### src/rtl/regfile_wb_scheduler_if.sv
`default_nettype none
// ============================================================================
//  Module      : regfile_wb_scheduler_if
//  Description : Bus bundle between the pipeline (writeback, decode, MDU) and
//                the register-file write-port scheduler.
//  Revision    : 1.0 - initial release
// ============================================================================
interface regfile_wb_scheduler_if;
  logic        WbValid;
  logic [4:0]  WbAddr;
  logic [31:0] WbData;
  logic        IssueValid;
  logic [4:0]  IssueAddr;
  logic        IssueReady;
  logic        MduValid;
  logic [4:0]  MduAddr;
  logic [31:0] MduData;
  logic        MduReady;
  logic [4:0]  RsAddr;
  logic [4:0]  RtAddr;
  logic        Stall;
  logic        RegWrite;
  logic [4:0]  WriteAddr;
  logic [31:0] WriteData;
  logic        WawErr;

  // Pipeline side: drives requests, observes the scheduler decisions.
  modport master (
    output WbValid, WbAddr, WbData, IssueValid, IssueAddr,
           MduValid, MduAddr, MduData, RsAddr, RtAddr,
    input  IssueReady, MduReady, Stall, RegWrite, WriteAddr, WriteData, WawErr
  );

  // Scheduler side.
  modport slave (
    input  WbValid, WbAddr, WbData, IssueValid, IssueAddr,
           MduValid, MduAddr, MduData, RsAddr, RtAddr,
    output IssueReady, MduReady, Stall, RegWrite, WriteAddr, WriteData, WawErr
  );
endinterface
`default_nettype wire

### src/rtl/regfile_wb_scheduler.sv
`default_nettype none
// ============================================================================
//  Module      : regfile_wb_scheduler
//  Description : Shares the single register-file write port between the
//                writeback stage and the MDU, buffers MDU results in a small
//                FIFO and keeps a pending-result scoreboard for decode.
//  Revision    : 1.0 - initial release
// ============================================================================
module regfile_wb_scheduler #(
  parameter int DEPTH = 2
) (
  input  logic                 clk,
  input  logic                 reset,
  regfile_wb_scheduler_if.slave bus
);

  localparam int PTR_W = (DEPTH > 1) ? $clog2(DEPTH) : 1;
  localparam int CNT_W = $clog2(DEPTH + 1);
  localparam logic [CNT_W-1:0] FULL_COUNT = CNT_W'(DEPTH);

  logic [31:0]      pending;
  logic [4:0]       fifo_addr [DEPTH];
  logic [31:0]      fifo_data [DEPTH];
  logic [PTR_W-1:0] rd_ptr;
  logic [PTR_W-1:0] wr_ptr;
  logic [CNT_W-1:0] count;

  logic        fifo_empty;
  logic        mdu_ready;
  logic        mdu_fire;
  logic        mdu_nonzero;
  logic        issue_ready;
  logic        issue_fire;
  logic        do_pop;
  logic        do_bypass;
  logic        do_push;
  logic        clear_en;
  logic [4:0]  clear_addr;
  logic [31:0] pending_next;

  assign fifo_empty  = (count == '0);
  // Full FIFO refuses a result even if the head drains this cycle.
  assign mdu_ready   = ~reset & (count < FULL_COUNT);
  assign mdu_fire    = bus.MduValid & mdu_ready;
  assign mdu_nonzero = (bus.MduAddr != 5'd0);

  // A register whose clear lands this edge still reads pending, so a
  // re-issue to it is refused for one more cycle.
  assign issue_ready = ~reset & ((bus.IssueAddr == 5'd0) | ~pending[bus.IssueAddr]);
  assign issue_fire  = bus.IssueValid & issue_ready;

  // Writeback owns the port; buffered results drain before a bypass.
  assign do_pop     = ~reset & ~bus.WbValid & ~fifo_empty;
  assign do_bypass  = ~reset & ~bus.WbValid & fifo_empty & mdu_fire & mdu_nonzero;
  assign do_push    = mdu_fire & mdu_nonzero & ~do_bypass;
  assign clear_en   = do_pop | do_bypass;
  assign clear_addr = do_pop ? fifo_addr[rd_ptr] : bus.MduAddr;

  assign bus.IssueReady = issue_ready;
  assign bus.MduReady   = mdu_ready;
  assign bus.Stall      = ~reset &
                          (((bus.RsAddr != 5'd0) & pending[bus.RsAddr]) |
                           ((bus.RtAddr != 5'd0) & pending[bus.RtAddr]));
  assign bus.WawErr     = ~reset & bus.WbValid & (bus.WbAddr != 5'd0) & pending[bus.WbAddr];

  // Write-port select: writeback, then FIFO head, then direct MDU bypass.
  always_comb begin
    bus.RegWrite  = 1'b0;
    bus.WriteAddr = 5'd0;
    bus.WriteData = 32'd0;
    if (!reset) begin
      if (bus.WbValid) begin
        bus.RegWrite  = 1'b1;
        bus.WriteAddr = bus.WbAddr;
        bus.WriteData = bus.WbData;
      end else if (!fifo_empty) begin
        bus.RegWrite  = 1'b1;
        bus.WriteAddr = fifo_addr[rd_ptr];
        bus.WriteData = fifo_data[rd_ptr];
      end else if (do_bypass) begin
        bus.RegWrite  = 1'b1;
        bus.WriteAddr = bus.MduAddr;
        bus.WriteData = bus.MduData;
      end
    end
  end

  // Scoreboard next state: clear on MDU write, set on accepted issue.
  always_comb begin
    pending_next = pending;
    if (clear_en) begin
      pending_next[clear_addr] = 1'b0;
    end
    if (issue_fire && (bus.IssueAddr != 5'd0)) begin
      pending_next[bus.IssueAddr] = 1'b1;
    end
  end

  // Scoreboard, FIFO pointers and occupancy count.
  always_ff @(posedge clk) begin
    if (reset) begin
      pending <= '0;
      rd_ptr  <= '0;
      wr_ptr  <= '0;
      count   <= '0;
    end else begin
      pending <= pending_next;
      if (do_pop) begin
        rd_ptr <= rd_ptr + PTR_W'(1);
      end
      if (do_push) begin
        wr_ptr <= wr_ptr + PTR_W'(1);
      end
      if (do_push && !do_pop) begin
        count <= count + CNT_W'(1);
      end else if (do_pop && !do_push) begin
        count <= count - CNT_W'(1);
      end
    end
  end

  // FIFO storage; contents are don't-care until the count covers them.
  always_ff @(posedge clk) begin
    if (do_push) begin
      fifo_addr[wr_ptr] <= bus.MduAddr;
      fifo_data[wr_ptr] <= bus.MduData;
    end
  end

endmodule
`default_nettype wire

### src/flat_wrapper.sv
// flat-port wrapper written by rule: the top's interface ports become plain ports
module regfile_wb_scheduler_flat 
#(
  parameter int DEPTH = 2
)
  (clk, reset, bus_WbValid, bus_WbAddr, bus_WbData, bus_IssueValid, bus_IssueAddr, bus_MduValid, bus_MduAddr, bus_MduData, bus_RsAddr, bus_RtAddr, bus_IssueReady, bus_MduReady, bus_Stall, bus_RegWrite, bus_WriteAddr, bus_WriteData, bus_WawErr);
  regfile_wb_scheduler_if bus_i ();
  input  logic clk;
  input  logic reset;
  input wire logic [$bits(bus_i.WbValid)-1:0] bus_WbValid;
  input wire logic [$bits(bus_i.WbAddr)-1:0] bus_WbAddr;
  input wire logic [$bits(bus_i.WbData)-1:0] bus_WbData;
  input wire logic [$bits(bus_i.IssueValid)-1:0] bus_IssueValid;
  input wire logic [$bits(bus_i.IssueAddr)-1:0] bus_IssueAddr;
  input wire logic [$bits(bus_i.MduValid)-1:0] bus_MduValid;
  input wire logic [$bits(bus_i.MduAddr)-1:0] bus_MduAddr;
  input wire logic [$bits(bus_i.MduData)-1:0] bus_MduData;
  input wire logic [$bits(bus_i.RsAddr)-1:0] bus_RsAddr;
  input wire logic [$bits(bus_i.RtAddr)-1:0] bus_RtAddr;
  output wire logic [$bits(bus_i.IssueReady)-1:0] bus_IssueReady;
  output wire logic [$bits(bus_i.MduReady)-1:0] bus_MduReady;
  output wire logic [$bits(bus_i.Stall)-1:0] bus_Stall;
  output wire logic [$bits(bus_i.RegWrite)-1:0] bus_RegWrite;
  output wire logic [$bits(bus_i.WriteAddr)-1:0] bus_WriteAddr;
  output wire logic [$bits(bus_i.WriteData)-1:0] bus_WriteData;
  output wire logic [$bits(bus_i.WawErr)-1:0] bus_WawErr;
  assign bus_i.WbValid = bus_WbValid;
  assign bus_i.WbAddr = bus_WbAddr;
  assign bus_i.WbData = bus_WbData;
  assign bus_i.IssueValid = bus_IssueValid;
  assign bus_i.IssueAddr = bus_IssueAddr;
  assign bus_i.MduValid = bus_MduValid;
  assign bus_i.MduAddr = bus_MduAddr;
  assign bus_i.MduData = bus_MduData;
  assign bus_i.RsAddr = bus_RsAddr;
  assign bus_i.RtAddr = bus_RtAddr;
  assign bus_IssueReady = bus_i.IssueReady;
  assign bus_MduReady = bus_i.MduReady;
  assign bus_Stall = bus_i.Stall;
  assign bus_RegWrite = bus_i.RegWrite;
  assign bus_WriteAddr = bus_i.WriteAddr;
  assign bus_WriteData = bus_i.WriteData;
  assign bus_WawErr = bus_i.WawErr;
  regfile_wb_scheduler #(.DEPTH(DEPTH)) u_core (.clk(clk), .reset(reset), .bus(bus_i));
endmodule
### config.mk
export PLATFORM = sky130hd
export DESIGN_NAME = regfile_wb_scheduler_flat
export DESIGN_NICKNAME = d
export VERILOG_FILES = /design/src/rtl/regfile_wb_scheduler_if.sv /design/src/rtl/regfile_wb_scheduler.sv /design/src/flat_wrapper.sv
export SDC_FILE = /design/constraint.sdc
export NUM_CORES = 1
export LEC_CHECK = 0
export ABC_CLOCK_PERIOD_IN_PS = 4280
export BUFFER_PORTS_ARGS = -buffer_cell sky130_fd_sc_hd__buf_4
export CAP_MARGIN = 20
export CORE_AREA = 2 2 154 81
export CTS_CLUSTER_SIZE = 20
export DETAILED_ROUTE_END_ITERATION = 10
export DIE_AREA = 0 0 156 83
export PLACE_DENSITY = 0.79
export REMOVE_ABC_BUFFERS = 1
export SLEW_MARGIN = 20
export SYNTH_ARGS = -nofsm -noshare
export SYNTH_HDL_FRONTEND = slang
export SYNTH_SLANG_ARGS = --single-unit
### constraint.sdc
create_clock -name clk -period 4.28 [get_ports clk]
set_input_delay 0.428 -clock clk [delete_from_list [all_inputs] [get_ports clk]]
set_output_delay 0.428 -clock clk [all_outputs]
set_load 0.05 [all_outputs]
Yosys cells after proc, flatten, opt, wreduce, memory -nomap -nowiden. Memories as Yosys holds them, arrays and structs flattened. A register that Yosys moved wholly into a read port is not among the register bits. Cells that the tools add are included.

Flip-flop bits (word level): 36. Bits in writable memories: 74. Input bits: 94. Output and inout port bits: 42. Word-level logic and storage cells: 96. Memories kept: 2.

Add/subtract/negate cells: 4. $lt $le $gt $ge: 8. Muxes and demuxes: 35. Bitwise logic cells: 28. Reduce and logical (&&, ||, !) cells: 15.

Memories: u_core.fifo_data (depth 2, width 32, read ports 1, clocked after Yosys merged registers in 1, wr ports 1, RTL line regfile_wb_scheduler.sv:23) `logic [31:0] fifo_data [DEPTH];`; u_core.fifo_addr (depth 2, width 5, read ports 1, clocked after Yosys merged registers in 1, wr ports 1, RTL line regfile_wb_scheduler.sv:22) `logic [4:0] fifo_addr [DEPTH];`.

Operator list (count): $mux 32 (6); $and 32x32->32 (1); $not 32->32 (1); $or 32x32->32 (1); $lt 5x6->1 const B (5); $mux 5 (5); $reduce_bool 5->1 (5); $bmux 1 s5 (4); $and 1x1->1 (17); $mux 1 (16); $demux 1 s5 (2); $ge 5x1->1 const B (2); $logic_and 1x1->1 (5); $logic_not 5->1 (1); $not 1->1 (5); $mux 2 (2); $or 1x1->1 (3); $add 1x1->1 const B (2); $add 2x1->2 const B (1); $logic_not 1->1 (2); $logic_not 2->1 (1); $lt 2x2->1 const B (1); $reduce_bool 2->1 (1); $sub 2x1->2 const B (1).

Longest topological paths before layout. Gate-level depths: netlist of run 1.

Depth after elaboration: 13. Depth in mapped cells: 9. Gate-level depth less buffers: 7.

Worst setup path before layout of run 1. No wires, ideal clock.

Kind: in2reg. Start point: input reset. End point: memory u_core.fifo_addr[0][0], enable pin. Library setup time: 0.436 ns. Data arrival time: 3.036 ns. Required time: 3.844 ns. Path slack: 0.808 ns. Cell stages on the path: 5. Path buffers: 1. Path through: buf_2 nand2b_1 a211oi_1 a21boi_1 nor2b_1.

Word-level cells in the longest chain between the ends: 9. Elaborated cells between the ends (all ways): 12. Those cells by class: mux (2); bitwise (10).

RTL lines: start: declaration (RTL line flat_wrapper.sv:9) `input logic reset;`; $not 1->1 * (RTL line regfile_wb_scheduler.sv:43, regfile_wb_scheduler.sv:54); $and 1x1->1 (on tied branches) (RTL line regfile_wb_scheduler.sv:54, regfile_wb_scheduler.sv:43); $and 1x1->1 (on tied branches) (RTL line regfile_wb_scheduler.sv:54, regfile_wb_scheduler.sv:44); $and 1x1->1 (2 in a row) (RTL line regfile_wb_scheduler.sv:54) `assign do_bypass = ~reset & ~bus.WbValid & fifo_empty & mdu_fire & mdu_nonzero;`; $not 1->1 (RTL line regfile_wb_scheduler.sv:55) `assign do_push = mdu_fire & mdu_nonzero & ~do_bypass;`; $and 1x1->1 * (RTL line regfile_wb_scheduler.sv:55); $mux 1 * (RTL line regfile_wb_scheduler.sv:124) `if (do_push) begin`; $mux 1 (implied by the code) * (RTL line regfile_wb_scheduler.sv:125) `fifo_addr[wr_ptr] <= bus.MduAddr;`; end: declaration (RTL line regfile_wb_scheduler.sv:22).

Mark *: on every way between the ends. The rest lies on a longest branch, timed or not.

==> qor.txt, run 1 <==
cell area after synthesis: 6201 um^2
most common cell after layout, fill and taps aside: buf_4
Avg Cell Area, Syn: 12.18 um^2
Mapped Cells: 509
P&R area growth vs syn: 22.18%
CTS Buffer Depth: 2
Hold Path Class: in2reg
Synth Warn #: 0
GRT Overall Usage: 27.46%
RSZ-0062 raised after global routing: false
final antenna-violating net count: 0
Layout Cells excl Fill: 777
total leakage power: 0.002734 uW
Die X: 156 um
Final setup viols: 0
CP startpoint kind: flip-flop
Hold Fails Final Rpt: 0
clk root buf: clkbuf_16
Post-Route WL: 17810 um
Max Clock Skew: 0.008843 ns
PostCTS Resize Cnt: 0
Slew Limit Fails: 0
drt pass-1 iters: 5
initial antenna violation count: 0
Pwr per Cell Area: 363.7 nW/um^2
Vias: 5162
nets: 717
share of layout cells above drive strength 1: 32.85%
row count: 28
Antenna Diode Count: 0
fillcell total: 875
f_max: 326.3 MHz
CP max FO: 23
Max-slew headroom: 32.92%
total global routing overflow: 0
placed cells: 760
CP Capture Type: primary output
Worst EP required: 3.85 ns
R2R Setup Slk: 1.60 ns
Post-synth EDFFs: 74
number of global-route vias before repair: 4774
top_reg_cell synth: edfxtp_1
RD Place Congestion: 1.048
DRC: 0
Setup Buffers After CTS: 0
maxcap violations: 0
Critical Path AT: 2.64 ns
largest net degree at the start of global routing: 44
min Tclk post-route: 3.065 ns
total clock sinks: 111
worst slew pin tran: 1.005 ns
Clock transition at path regs: 0.08 ns
vias per cell: 6.644
status: finished clean
PortBufs: 135
cts hold-fix bufs: 0
commonest non-fill, non-tap cells in the layout: buf_4 (138), edfxtp_1 (74), mux2i_1 (52)
first-pass GRT wire length: 27240 um
CORE AREA: 11530 um^2
part of the cycle the worst path needs: 71.61%
die area: 12950 um^2
# IOs: 136
worst skew pair latency: 0.35 ns
Worst Setup Path Type: reg2out
Max VDD drop: 283.2 uV
synth unique cells: 61
H-tree depth reported by CTS: 3
post-synthesis sequential area ratio: 47.78%
CTS tree: built
HPWL Detailed: 13070 um
drt initial violations: 630
Core Util, Final: 65.73%
WL/cell: 22.92 um
Die H: 83 um
Initial Utilization: 53.80%
Synth async-reset ratio: 0%
TritonCTS buffer count: 9
setup_tns: 0 ns
register bit total from synthesis: 111
-- final timing paths --
check                               startpoint                           endpoint  depth (start not counted)
setup reg to reg                     flip-flop      u_core.pending[22]$_SDFF_PP0_                          6
hold / removal                 bus_MduData[17]  u_core.fifo_data[0][17]$_DFFE_PP_                          1
setup / recovery                     flip-flop                   bus_WriteAddr[4]                          5
hold reg to reg   u_core.pending[0]$_SDFF_PP0_       u_core.pending[0]$_SDFF_PP0_                          1
-- report_power, final --
part / switching (uW) / internal, uW
Combinational: 441 / 261
Sequential: 37.5 / 1200
Clock: 408 / 411
-- cell type report --
type | count | area (um^2) | area share, %
Tap cell | 150 | 187.7 | 2.477
Clock buffer | 9 | 225.2 | 2.973
Timing Repair Buffer | 139 | 1064 | 14.04
Multi-Input combinational cell | 350 | 3028 | 39.97
Inverter | 11 | 41.29 | 0.5450
Clock inverter | 7 | 66.31 | 0.8753
Sequential cell | 111 | 2964 | 39.12
-- synth_stat cells, types with 2 or more instances --
cell type	instances	share of area, %
mux2i_1	52	8.4
edfxtp_1	74	36
a2bb2oi_1	2	0.28
a22oi_1	3	0.36
o32ai_1	4	0.56
nand2b_1	6	0.61
or3_1	3	0.30
nand2_1	8	0.48
mux2_2	7	1.3
o21ai_0	15	1.2
nor3b_1	4	0.48
nor2b_1	9	0.91
o21ai_1	5	0.40
clkbuf_1	17	1.0
a32o_1	4	0.65
buf_1	2	0.12
dfxtp_1	37	12
nor2_1	51	3.1
a221o_1	37	6.0
nand3b_1	5	0.61
and2_1	3	0.30
nor4_1	3	0.30
a221oi_1	2	0.28
xor2_1	2	0.28
buf_6	3	0.54
or3b_2	4	0.56
a211o_1	2	0.28
o211ai_1	26	3.1
and3_1	4	0.40
inv_1	10	0.61
mux4_2	26	9.4
buf_2	15	1.2
o31ai_1	10	1.2
a32oi_1	6	0.85
nand3_1	9	0.73
a21oi_1	4	0.32
nor3_1	9	0.73
xnor2_1	2	0.28
o22ai_1	2	0.20
-- worst max-delay path, cell delays in order, from the launching register on --
cell and delay, ns:
dfxtp_2 0.73, buf_4 0.47, mux2_2 0.41, and3_1 0.21
a221o_1 0.26, buf_4 0.19
-- through the flow --
stage	cell area, um^2	power, uW	worst slack, ns	hold WS (ns)
2_1_floorplan	6021	1686	0.9658	0.4376
5_1_grt	7576	2846	1.102	0.2559
3_3_place_gp	7257	1930	1.402	0.4685
6_report	7576	2755	1.215	0.2620
3_5_place_dp	7257	1947	1.341	0.4647
4_1_cts	7548	2749	1.202	0.2567
-- registers in the layout (all words and copies together), names as in the netlist, named ones only --
signal and cells:
u_core.fifo_data 64, u_core.pending 32, u_core.fifo_addr 10, u_core.count 2, u_core.rd_ptr 1, u_core.wr_ptr 1
-- logic make-up after synthesis --
group,Yosys count,share of synthesized area [%]
compound gates,136,18.36
xor+xnor,4,0.5651
fa+ha+maj,1,0.2017
buf+inv,48,3.571
flops,111,47.78
mux,85,19.11
simple gates,124,10.41
-- per-layer routing --
layer	track usage [%]	vias to the layer above	wire length, um
met5	0	-	0
met4	6.005	0	254
met3	8.299	35	2454
met2	36.69	360	7230
met1	43.36	2470	7866
li1	-	2297	-
Power figures use the tool's default switching activity.
==> run 2, diff against run 1 <==
--- a/config.mk
+++ b/config.mk
@@ -5,14 +5,14 @@
 export SDC_FILE = /design/constraint.sdc
 export NUM_CORES = 1
 export LEC_CHECK = 0
-export ABC_CLOCK_PERIOD_IN_PS = 4280
+export ABC_CLOCK_PERIOD_IN_PS = 2500
 export BUFFER_PORTS_ARGS = -buffer_cell sky130_fd_sc_hd__buf_4
 export CAP_MARGIN = 20
-export CORE_AREA = 2 2 154 81
+export CORE_AREA = 2 2 161 84
 export CTS_CLUSTER_SIZE = 20
 export DETAILED_ROUTE_END_ITERATION = 10
-export DIE_AREA = 0 0 156 83
-export PLACE_DENSITY = 0.79
+export DIE_AREA = 0 0 163 86
+export PLACE_DENSITY = 0.76
 export REMOVE_ABC_BUFFERS = 1
 export SLEW_MARGIN = 20
 export SYNTH_ARGS = -nofsm -noshare
==> constraint.sdc (replaced) <==
create_clock -name clk -period 2.5 [get_ports clk]
set_input_delay 0.25 -clock clk [delete_from_list [all_inputs] [get_ports clk]]
set_output_delay 0.25 -clock clk [all_outputs]
set_load 0.05 [all_outputs]
==> qor.txt, run 2 (same netlist as run 1, synthesis figures left out) <==
Slowest cell on crit path: mux4_2
R2R Setup Slk: 0.32 ns (-1.28 ns)
H-tree depth reported by CTS: 3 (unchanged)
CP cell instances: mux4_2 -> mux4_2 -> o41ai_2 -> o21ai_1 -> and2_1 -> buf_6
share of power burned in registers: 44.4% (-0.4 points)
status: finished clean
DRC: 0 (unchanged)
CP startpoint kind: flip-flop
CP max FO: 5 (-78%)
WL/cell: 20.70 um (-9.7%)
Post-Route WL: 16770 um (-5.8%)
Hold Path Stages: 1 (unchanged)
CORE AREA: 12520 um^2 (+8.6%)
P&R area growth vs syn: 24.86%
Vias: 5066 (-1.9%)
Antenna Diode Count: 0 (unchanged)
initial antenna violation count: 0 (unchanged)
total leakage power: 0.002807 uW (+2.7%)
placed cells: 794 (+4.5%)
Pwr per Cell Area: 609.0 nW/um^2 (+67%)
first-pass GRT wire length: 26130 um (-4.1%)
Final setup viols: 0 (unchanged)
RD Place Congestion: 0.9233 (-12%)
Die X: 163 um (+4.5%)
Core Util, Final: 61.85% (-3.9 points)
row count: 29 (+3.6%)
CP Capture Type: primary output
Worst EP required: 2.25 ns (-1.60 ns)
largest net degree at the start of global routing: 44 (unchanged)
number of global-route vias before repair: 5067 (+6.1%)
fillcell total: 1000 (+14%)
clk root buf: clkbuf_16
Setup Buffers After CTS: 0 (unchanged)
vias per cell: 6.254 (-5.9%)
Hold Path Class: in2reg
total global routing overflow: 0 (unchanged)
worst slew pin tran: 0.8681 ns (-0.1369 ns)
Hold Fails Final Rpt: 0 (unchanged)
setup_tns: 0 ns (unchanged)
fin worst setup slack: 0.04231 ns (-1.173 ns)
nets: 730 (+1.8%)
min Tclk post-route: 2.458 ns
worst skew pair latency: 0.35 ns (about the same)
Max Clock Skew: 0.006904 ns (-0.001938 ns)
commonest non-fill, non-tap cells in the layout: buf_4 (149), edfxtp_1 (74), mux2i_1 (52)
FF-to-FF Start: u_core.count[1]$_SDFFE_PP0P_
Die H: 86 um (+3.6%)
f_max: 406.9 MHz
CTS tree: built
RSZ-0062 raised after global routing: true
Critical Path AT: 2.21 ns (-0.43 ns)
PortBufs: 135 (unchanged)
final antenna-violating net count: 0 (unchanged)
met2 wire length: 8403 um (+16%)
GRT Overall Usage: 24.01% (-3.5 points)
DR top layer: met4
Sw Share: 31.89% (-0.32 points)
total clock sinks: 111 (unchanged)
Largest register FFs: 64 (unchanged)
hold path startpoint: bus_MduData[9]
drt pass-1 iters: 5 (unchanged)
Layout Cells excl Fill: 810 (+4.2%)
internal cell power: 3212 uW (+72%)
most frequent CP cell: mux4_2
NetSw: 1504 uW (+69%)
Worst Setup Path Type: reg2out
die area: 14020 um^2 (+8.3%)
Clock transition at path regs: 0.08 ns (about the same)
top flop regs: u_core.fifo_data (64), u_core.pending (32), u_core.fifo_addr (10)
Largest Register: u_core.fifo_data
routed wl met3: 1300 um (-47%)
part of the cycle the worst path needs: 98.31%
cts hold-fix bufs: 0 (unchanged)
slowest stage delay, CP: 0.50 ns (-0.23 ns)
drt initial violations: 436 (-31%)
most common cell after layout, fill and taps aside: buf_4
Hold Crit Endpoint: u_core.fifo_data[0][9]$_DFFE_PP_
maxcap violations: 0 (unchanged)
Max-slew headroom: 41.87% (+8.9 points)
Worst R2R Path Depth: 5 (-1)
combinational power share: 26.0% (+0.5 points)
clock network power share: 29.6% (about the same)
Initial Utilization: 49.54% (-4.3 points)
TritonCTS buffer count: 9 (unchanged)
DP Worst Slack: 0.1591 ns (-1.182 ns)
met1 wire length: 6742 um (-14%)
CTS Buffer Depth: 2 (unchanged)
worst r2r dst: u_core.pending[25]$_SDFF_PP0_
# IOs: 136 (unchanged)
HPWL Detailed: 12110 um (-7.4%)
Slew Limit Fails: 0 (unchanged)
Max VDD drop: 308.1 uV (+8.8%)
share of layout cells above drive strength 1: 36.41% (+3.6 points)
==> run 2: power by group through the flow <==
stage / logic [uW] / clock network [uW] / registers, uW
after floorplan: 738 / 0 / 2150
after global placement: 1210 / 0 / 2130
after detailed placement: 1220 / 0 / 2140
after CTS: 1220 / 1400 / 2090
after global routing: 1290 / 1490 / 2100
final: 1230 / 1400 / 2090
==> run 2: what timing repair did <==
action | CTS | global route
cloned | 0 | 0
endpoints found under the setup margin | 34 | 27
gates resized for setup | 1 | 18
pin swaps | 0 | 1
==> run 2: how the worst max path moves through the flow <==
| stage | start | to | slack [ns] | cells after the start |
|---|---|---|---|---|
| floorplan | reset | u_core.fifo_addr[0][0]$_DFFE_PP_ | -0.64 | 4 |
| global placement | bus_IssueAddr[0] | bus_IssueReady | 0.17 | 7 |
| detailed placement | bus_IssueAddr[0] | bus_IssueReady | 0.16 | 7 |
| CTS | u_core.pending[3]$_SDFF_PP0_ | bus_WawErr | 0.02 | 6 |
| global route | u_core.pending[8]$_SDFF_PP0_ | bus_WawErr | -0.03 | 6 |
| finish | u_core.pending[3]$_SDFF_PP0_ | bus_WawErr | 0.04 | 6 |
==> run 2: critical path: cells and delay by family, from the launching register on <==
family / cells / cell delay (ns)
buffers and inverters: 1 / 0.15
muxes: 2 / 0.97
DFF: 1 / 0.37
AOI/OAI and AO/OA: 2 / 0.20
and+or+nand+nor: 1 / 0.17
==> run 2: metrics by stage <==
step,instance area [um^2],total power [uW],hold WS [ns]
global route,7742,4885,0.07191
global placement,7412,3335,0.4456
CTS,7705,4718,0.08102
floorplan,6021,2887,0.3191
finish,7742,4716,0.08632
detailed placement,7412,3353,0.4461
==> run 2: final cells by class <==
type | count | area [um^2] | area share, %
Clock buffer | 10 | 229.0 | 2.957
Clock inverter | 6 | 61.31 | 0.7919
Inverter | 11 | 46.29 | 0.5979
Multi-Input combinational cell | 350 | 3042 | 39.29
Sequential cell | 111 | 2982 | 38.51
Tap cell | 170 | 212.7 | 2.747
Timing Repair Buffer | 152 | 1170 | 15.11
==> run 2: routing by layer <==
metal,track usage (%),vias up
met5,0,-
met4,6.838,0
met3,5.319,34
met2,41.91,234
met1,30.39,2477
li1,-,2321
